[src/rtl/pipe_ctrl_pkg.sv]
// Shared opcode map, halt-state encoding and control bundle for pipe_ctrl_unit.
`timescale 1ns/1ps
package pipe_ctrl_pkg;

  localparam logic [3:0] OP_ADD    = 4'h0;
  localparam logic [3:0] OP_PADDSB = 4'h1;
  localparam logic [3:0] OP_SUB    = 4'h2;
  localparam logic [3:0] OP_AND    = 4'h3;
  localparam logic [3:0] OP_NOR    = 4'h4;
  localparam logic [3:0] OP_SLL    = 4'h5;
  localparam logic [3:0] OP_SRL    = 4'h6;
  localparam logic [3:0] OP_SRA    = 4'h7;
  localparam logic [3:0] OP_LW     = 4'h8;
  localparam logic [3:0] OP_SW     = 4'h9;
  localparam logic [3:0] OP_LHB    = 4'hA;
  localparam logic [3:0] OP_LLB    = 4'hB;
  localparam logic [3:0] OP_B      = 4'hC;
  localparam logic [3:0] OP_JAL    = 4'hD;
  localparam logic [3:0] OP_JR     = 4'hE;
  localparam logic [3:0] OP_HLT    = 4'hF;

  typedef enum logic [1:0] {
    ST_RUN    = 2'd0,
    ST_DRAIN  = 2'd1,
    ST_HALTED = 2'd2
  } halt_state_e;

  typedef struct packed {
    logic reg_dst;
    logic branch;
    logic mem_read;
    logic mem_to_reg;
    logic mem_write;
    logic alu_src;
    logic reg_write;
    logic load_high;
    logic store_word;
    logic jump_al;
    logic jump_r;
    logic halt;
  } ctrl_t;

  localparam ctrl_t BUBBLE = 12'h000;

endpackage

[src/rtl/pipe_ctrl_unit_ctrl_decode.sv]
// Combinational opcode decoder: opcode -> control bundle plus illegal flag.
`timescale 1ns/1ps
module ctrl_decode
  import pipe_ctrl_pkg::*;
#(
  parameter int OPW = 4
) (
  input  logic [OPW-1:0] i_opcode,
  output ctrl_t          o_ctrl,
  output logic           o_illegal
);

  logic       w_hi;
  logic [3:0] w_op;

  assign w_op = i_opcode[3:0];

  // Any set bit above the 4-bit opcode space makes the instruction illegal.
  generate
    if (OPW > 4) begin : g_hi
      assign w_hi = |i_opcode[OPW-1:4];
    end else begin : g_nohi
      assign w_hi = 1'b0;
    end
  endgenerate

  assign o_illegal = w_hi;

  // Opcode to control-bit map.
  always_comb begin
    o_ctrl = BUBBLE;
    case (w_op)
      OP_ADD, OP_PADDSB, OP_SUB, OP_AND, OP_NOR, OP_SLL, OP_SRL, OP_SRA: begin
        o_ctrl.reg_dst   = 1'b1;
        o_ctrl.reg_write = 1'b1;
      end
      OP_LW: begin
        o_ctrl.reg_dst    = 1'b1;
        o_ctrl.mem_read   = 1'b1;
        o_ctrl.mem_to_reg = 1'b1;
        o_ctrl.alu_src    = 1'b1;
        o_ctrl.reg_write  = 1'b1;
        o_ctrl.store_word = 1'b1;
      end
      OP_SW: begin
        o_ctrl.mem_write  = 1'b1;
        o_ctrl.alu_src    = 1'b1;
        o_ctrl.store_word = 1'b1;
        o_ctrl.reg_dst    = 1'b1;
      end
      OP_LHB: begin
        o_ctrl.reg_dst   = 1'b1;
        o_ctrl.alu_src   = 1'b1;
        o_ctrl.reg_write = 1'b1;
        o_ctrl.load_high = 1'b1;
      end
      OP_LLB: begin
        o_ctrl.reg_dst   = 1'b1;
        o_ctrl.alu_src   = 1'b1;
        o_ctrl.reg_write = 1'b1;
      end
      OP_B:   o_ctrl.branch = 1'b1;
      OP_JAL: begin
        o_ctrl.reg_dst   = 1'b1;
        o_ctrl.reg_write = 1'b1;
        o_ctrl.jump_al   = 1'b1;
      end
      OP_JR:  o_ctrl.jump_r = 1'b1;
      OP_HLT: o_ctrl.halt   = 1'b1;
      default: o_ctrl = BUBBLE;
    endcase
  end

endmodule

[src/rtl/pipe_ctrl_unit.sv]
// ID->EX control unit: decode, load-use bubble insertion and halt drain FSM.
// Optional feature macro: PIPE_CTRL_HAZARD_EN enables load-use stall detection.
`timescale 1ns/1ps
module pipe_ctrl_unit
  import pipe_ctrl_pkg::*;
#(
  parameter int OPW          = 4,
  parameter int RAW          = 4,
  parameter int LINK_REG     = 15,
  parameter int DRAIN_CYCLES = 3
) (
  input  logic           i_clk,
  input  logic           i_rst,
  input  logic           i_id_valid,
  input  logic [OPW-1:0] i_id_opcode,
  input  logic [RAW-1:0] i_id_rs,
  input  logic [RAW-1:0] i_id_rt,
  input  logic [RAW-1:0] i_id_rd,
  input  logic           i_ex_flush,
  output logic           o_stall,
  output logic           o_fetch_en,
  output logic           o_ex_valid,
  output logic           o_ex_reg_dst,
  output logic           o_ex_branch,
  output logic           o_ex_mem_read,
  output logic           o_ex_mem_to_reg,
  output logic           o_ex_mem_write,
  output logic           o_ex_alu_src,
  output logic           o_ex_reg_write,
  output logic           o_ex_load_high,
  output logic           o_ex_store_word,
  output logic           o_ex_jump_al,
  output logic           o_ex_jump_r,
  output logic           o_ex_halt,
  output logic [OPW-1:0] o_ex_opcode,
  output logic [RAW-1:0] o_ex_dst,
  output logic           o_illegal_op,
  output logic           o_halted
);

  localparam logic [RAW-1:0] LINK     = RAW'(LINK_REG);
  localparam logic [3:0]     CNT_LOAD = 4'(DRAIN_CYCLES - 1);

  ctrl_t          w_dec_ctrl;
  logic           w_dec_illegal;
  logic           w_stall;
  logic           w_load;
  logic           w_illegal_nxt;
  logic [RAW-1:0] w_dst;
  halt_state_e    w_state_nxt;
  logic [3:0]     w_cnt_nxt;

  halt_state_e    r_state;
  logic [3:0]     r_cnt;
  logic           r_ex_valid;
  ctrl_t          r_ex_ctrl;
  logic [OPW-1:0] r_ex_opcode;
  logic [RAW-1:0] r_ex_dst;
  logic           r_illegal;
  logic           r_fetch_en;
  logic           r_halted;

  ctrl_decode #(.OPW(OPW)) u_decode (
    .i_opcode  (i_id_opcode),
    .o_ctrl    (w_dec_ctrl),
    .o_illegal (w_dec_illegal)
  );

`ifdef PIPE_CTRL_HAZARD_EN
  assign w_stall = r_ex_valid & r_ex_ctrl.mem_read & (r_ex_dst != {RAW{1'b0}}) & i_id_valid &
                   ((r_ex_dst == i_id_rs) | (r_ex_dst == i_id_rt));
`else
  logic w_unused_regs;
  assign w_unused_regs = ^{i_id_rs, i_id_rt};
  assign w_stall       = 1'b0;
`endif

  assign w_dst = w_dec_ctrl.jump_al ? LINK : i_id_rd;

  // EX register load select, highest priority first.
  always_comb begin
    w_load        = 1'b0;
    w_illegal_nxt = 1'b0;
    if (r_state != ST_RUN) begin
      w_load = 1'b0;
    end else if (i_ex_flush) begin
      w_load = 1'b0;
    end else if (w_stall) begin
      w_load = 1'b0;
    end else if (!i_id_valid) begin
      w_load = 1'b0;
    end else if (w_dec_illegal) begin
      w_illegal_nxt = 1'b1;
    end else begin
      w_load = 1'b1;
    end
  end

  // Halt FSM next state; DRAIN is entered on the same edge the HLT reaches EX.
  always_comb begin
    w_state_nxt = r_state;
    w_cnt_nxt   = r_cnt;
    case (r_state)
      ST_RUN: begin
        if (w_load && w_dec_ctrl.halt) begin
          w_state_nxt = ST_DRAIN;
          w_cnt_nxt   = CNT_LOAD;
        end else begin
          w_state_nxt = ST_RUN;
        end
      end
      ST_DRAIN: begin
        if (r_cnt == 4'd0) begin
          w_state_nxt = ST_HALTED;
        end else begin
          w_cnt_nxt = r_cnt - 4'd1;
        end
      end
      ST_HALTED: w_state_nxt = ST_HALTED;
      default: begin
        w_state_nxt = ST_RUN;
        w_cnt_nxt   = 4'd0;
      end
    endcase
  end

  // EX pipeline registers and halt FSM state.
  always_ff @(posedge i_clk) begin
    if (i_rst) begin
      r_state     <= ST_RUN;
      r_cnt       <= 4'd0;
      r_ex_valid  <= 1'b0;
      r_ex_ctrl   <= BUBBLE;
      r_ex_opcode <= {OPW{1'b0}};
      r_ex_dst    <= {RAW{1'b0}};
      r_illegal   <= 1'b0;
      r_fetch_en  <= 1'b1;
      r_halted    <= 1'b0;
    end else begin
      r_state     <= w_state_nxt;
      r_cnt       <= w_cnt_nxt;
      r_ex_valid  <= w_load;
      r_ex_ctrl   <= w_load ? w_dec_ctrl : BUBBLE;
      r_ex_opcode <= w_load ? i_id_opcode : {OPW{1'b0}};
      r_ex_dst    <= w_load ? w_dst : {RAW{1'b0}};
      r_illegal   <= w_illegal_nxt;
      r_fetch_en  <= (w_state_nxt == ST_RUN);
      r_halted    <= (w_state_nxt == ST_HALTED);
    end
  end

  assign o_stall         = w_stall;
  assign o_fetch_en      = r_fetch_en;
  assign o_ex_valid      = r_ex_valid;
  assign o_ex_reg_dst    = r_ex_ctrl.reg_dst;
  assign o_ex_branch     = r_ex_ctrl.branch;
  assign o_ex_mem_read   = r_ex_ctrl.mem_read;
  assign o_ex_mem_to_reg = r_ex_ctrl.mem_to_reg;
  assign o_ex_mem_write  = r_ex_ctrl.mem_write;
  assign o_ex_alu_src    = r_ex_ctrl.alu_src;
  assign o_ex_reg_write  = r_ex_ctrl.reg_write;
  assign o_ex_load_high  = r_ex_ctrl.load_high;
  assign o_ex_store_word = r_ex_ctrl.store_word;
  assign o_ex_jump_al    = r_ex_ctrl.jump_al;
  assign o_ex_jump_r     = r_ex_ctrl.jump_r;
  assign o_ex_halt       = r_ex_ctrl.halt;
  assign o_ex_opcode     = r_ex_opcode;
  assign o_ex_dst        = r_ex_dst;
  assign o_illegal_op    = r_illegal;
  assign o_halted        = r_halted;

endmodule

[config.mk]
export PLATFORM = sky130hd
export DESIGN_NAME = pipe_ctrl_unit
export DESIGN_NICKNAME = d
export VERILOG_FILES = /design/src/rtl/pipe_ctrl_pkg.sv /design/src/rtl/pipe_ctrl_unit_ctrl_decode.sv /design/src/rtl/pipe_ctrl_unit.sv
export SDC_FILE = /design/constraint.sdc
export NUM_CORES = 1
export LEC_CHECK = 0
export CORE_ASPECT_RATIO = 1.4
export CORE_MARGIN = 1
export CORE_UTILIZATION = 36
export CTS_BUF_LIST = sky130_fd_sc_hd__clkbuf_8 sky130_fd_sc_hd__clkbuf_16
export DETAILED_ROUTE_END_ITERATION = 10
export PLACE_DENSITY = 0.79
export SLEW_MARGIN = 30
export SYNTH_ARGS = -nofsm -noshare
export SYNTH_HDL_FRONTEND = slang
export SYNTH_SLANG_ARGS = --single-unit
[constraint.sdc]
create_clock -name i_clk -period 1.4 [get_ports i_clk]
set_input_delay 0.28 -clock i_clk [delete_from_list [all_inputs] [get_ports i_clk]]
set_output_delay 0.28 -clock i_clk [all_outputs]
set_load 0.02 [all_outputs]
==> results.json <==
{
  "synth_seq_cells": 28,
  "grt_pass1_wl_mm": 3.51,
  "drt_iter0_markers": 18,
  "ctsHoldBuffers": 0,
  "crit_start": "r_cnt[0]",
  "firstDrtPassIters": 4,
  "insertion_delay_ps": 260,
  "nNetsFinal": 171,
  "drive_above_1_share_pct": 25.9,
  "synth_top_area_cell": "dfxtp_1",
  "synth_edf_count": 0,
  "cts_made_buffers": 3,
  "hpwl_mm": 1.66,
  "finalWorstPathRequiredPeriod_ps": 1550,
  "synth_ff_type": "dfxtp_1",
  "final_common_cell": "dfxtp_1",
  "vdd_ir_drop_max_uv": 463,
  "cp_slowest_cell": "or3b_4",
  "worstSetupPathType": "reg2reg",
  "holdPathStages": 4,
  "antenna_found_initial": 0,
  "grt_pass1_vias": 855,
  "synth.area.top_cells": "dfxtp_1 (55%), nand2b_1 (3.7%), a21o_1 (3.0%)",
  "syn_to_final_growth_pct": 54.4,
  "post-route-period-util_pct": 111,
  "fin_ws_ps": -149,
  "diodes": 0,
  "synth_warnings": 0,
  "regArea_sq_um": 563,
  "max_cap_viol_count": 0,
  "syn_inst": 96,
  "setup_viol": 5,
  "ff2ff_setup_slack_ps": -150,
  "max_freq_mhz": 646,
  "synth_area_sq_mm": 0.00101,
  "reg2reg_to": "r_cnt[1]",
  "multi_input_area_sq_um": 443,
  "worstHoldStart": "i_ex_flush",
  "finalMaxSlewViolations": 0,
  "hold_end": "o_ex_halt",
  "status": "complete, but fails checks",
  "cts.sinks": 28,
  "p_leak_uw": 0.000775,
  "viasPerCell": 4.61,
  "nFillCells": 240,
  "drc_errors": 0,
  "hold_viol": 0,
  "yosysTopAreaCellShare_pct": 55.3,
  "required_ps": 1570,
  "final_antenna_net_count": 0,
  "cts-root-buf": "clkbuf_8",
  "drt_wl_total_mm": 2.17,
  "worstPathArrival_ps": 1720,
  "hp-class": "in2reg",
  "cp-end-kind": "register",
  "fp.dieW_microns": 46.8,
  "port_buffers": 34,
  "place.gp.congestion": 0.755,
  "grt_usage_pct": 15.5,
  "num_vias": 844,
  "synth_cell_types": 34,
  "startpoint_type": "register",
  "cp_max_fo": 3,
  "yosysSeqAreaShare_pct": 55.3,
  "wire_per_inst_microns": 11.8,
  "die_h_microns": 64.8,
  "die-area_sq_mm": 0.00303,
  "rows": 22,
  "cts.path.max_buffers": 2,
  "fin_skew_ps": 8.83,
  "mostFrequentLayoutCells": "dfxtp_1 (26), dlygate4sd2_1 (24), buf_4 (16)",
  "synth-async-reset-ratio_pct": 0,
  "reg2reg_from": "r_cnt[0]",
  "rsz0062_at_grt": "true",
  "cts_tree": "done",
  "start_util_pct": 38.4,
  "grt_max_degree": 15,
  "syn_area_per_cell_sq_um": 10.6,
  "overflow": 0,
  "timing.critical_path.cells": "inv_2 -> ha_4 -> or3b_4 -> or2_4 -> o21a_1 -> o31ai_2",
  "clk_pin_slew_worst_paths_ps": 90,
  "ff2ff_path_depth": 6,
  "core_sq_mm": 0.00264,
  "pin_count": 45,
  "p_per_area_mw_per_mm2": 879,
  "violations": "negative setup slack",
  "power_uw": 1380,
  "dp_slack_ps": -387,
  "h-tree-depth": 1,
  "cpPeakStageDelay_ps": 370
}
synthesized netlist by cell type, types with 2 or more instances:
master,n
dfxtp_1,28
ha_1,2
nand2_1,3
or3b_4,2
o21ai_0,2
nor3_1,4
a21o_1,4
buf_4,3
inv_1,3
nand3_1,2
nor2_1,8
a21oi_1,4
nand2b_1,6
and2_1,4
o21a_1,2
cell families (layout without fill, tap and decap cells):
kind of cell | after synthesis | count (layout) | share of synthesized area, %
AO/OA/AOI/OAI | 19 | 19 | 12.7
XOR/XNOR | 1 | 1 | 0.864
adder cells (fa/ha/maj) | 2 | 2 | 2.47
buffers and inverters | 8 | 58 | 4.20
flip-flops | 28 | 28 | 55.3
other | 1 | 2 | 0.370
AND/OR/NAND/NOR | 37 | 37 | 24.1
power by group:
group          switching, uW  internal [uW]  total (uW)
sequential              3.45            810         813
clock                    215            192         407
combinational           77.2           79.5         157
total                    296           1080        1380
layer usage:
metal | part of all wire [%] | up-vias | global-route usage [%]
met4 | 0.51 | 0 | 4.29
met5 | 0 | - | 0
met3 | 5.5 | 2 | 2.51
li1 | - | 421 | -
met2 | 55 | 30 | 29.3
met1 | 39 | 391 | 16.3
metrics by stage:
| stage | utilization [%] | instances | cell area, sq um | setup TNS (ps) | hold slack, ps |
|---|---|---|---|---|---|
| after floorplan | - | 97 | 1020 | -126 | 349 |
| after global placement | 57.0 | 178 | 1510 | -6340 | 460 |
| after detailed placement | 57.0 | 178 | 1510 | -7450 | 478 |
| after CTS | 58.2 | 182 | 1540 | -433 | 498 |
| after global routing | 59.2 | 183 | 1570 | -746 | 516 |
| final | 59.2 | 183 | 1570 | -442 | 468 |
critical path, delay by kind of cell, from the launching register on:
family	cells	cell delay (ps)
AND/OR/NAND/NOR	2	620
AO/OA/AOI/OAI	2	310
adder cells (fa/ha/maj)	1	130
buffers and inverters	1	70
flip-flops	1	330
timing repair:
action | 4_1_cts | 5_1_grt
gates resized for setup | 26 | 7
endpoints found under the setup margin | 40 | 17
buffers inserted | 1 | 1
pin swaps | 2 | 2
area by class of cell:
type,count,area share [%]
multi-input combinational,61,28.3
timing repair buffer,51,28.9
tap,36,2.88
inverter,4,1.28
sequential,28,36.0
clock buffer,3,2.64
worst max path at each step:
stage                       to  slack (ps)  depth (start not counted)
finish                r_cnt[1]        -150                          6
detailed placement  o_fetch_en        -390                          4
floorplan             r_cnt[1]        -100                          6
global route          r_cnt[1]        -210                          6
CTS                   r_cnt[1]        -140                          6
global placement    o_fetch_en        -350                          4
No activity file was read; power rests on OpenSTA's default activity.
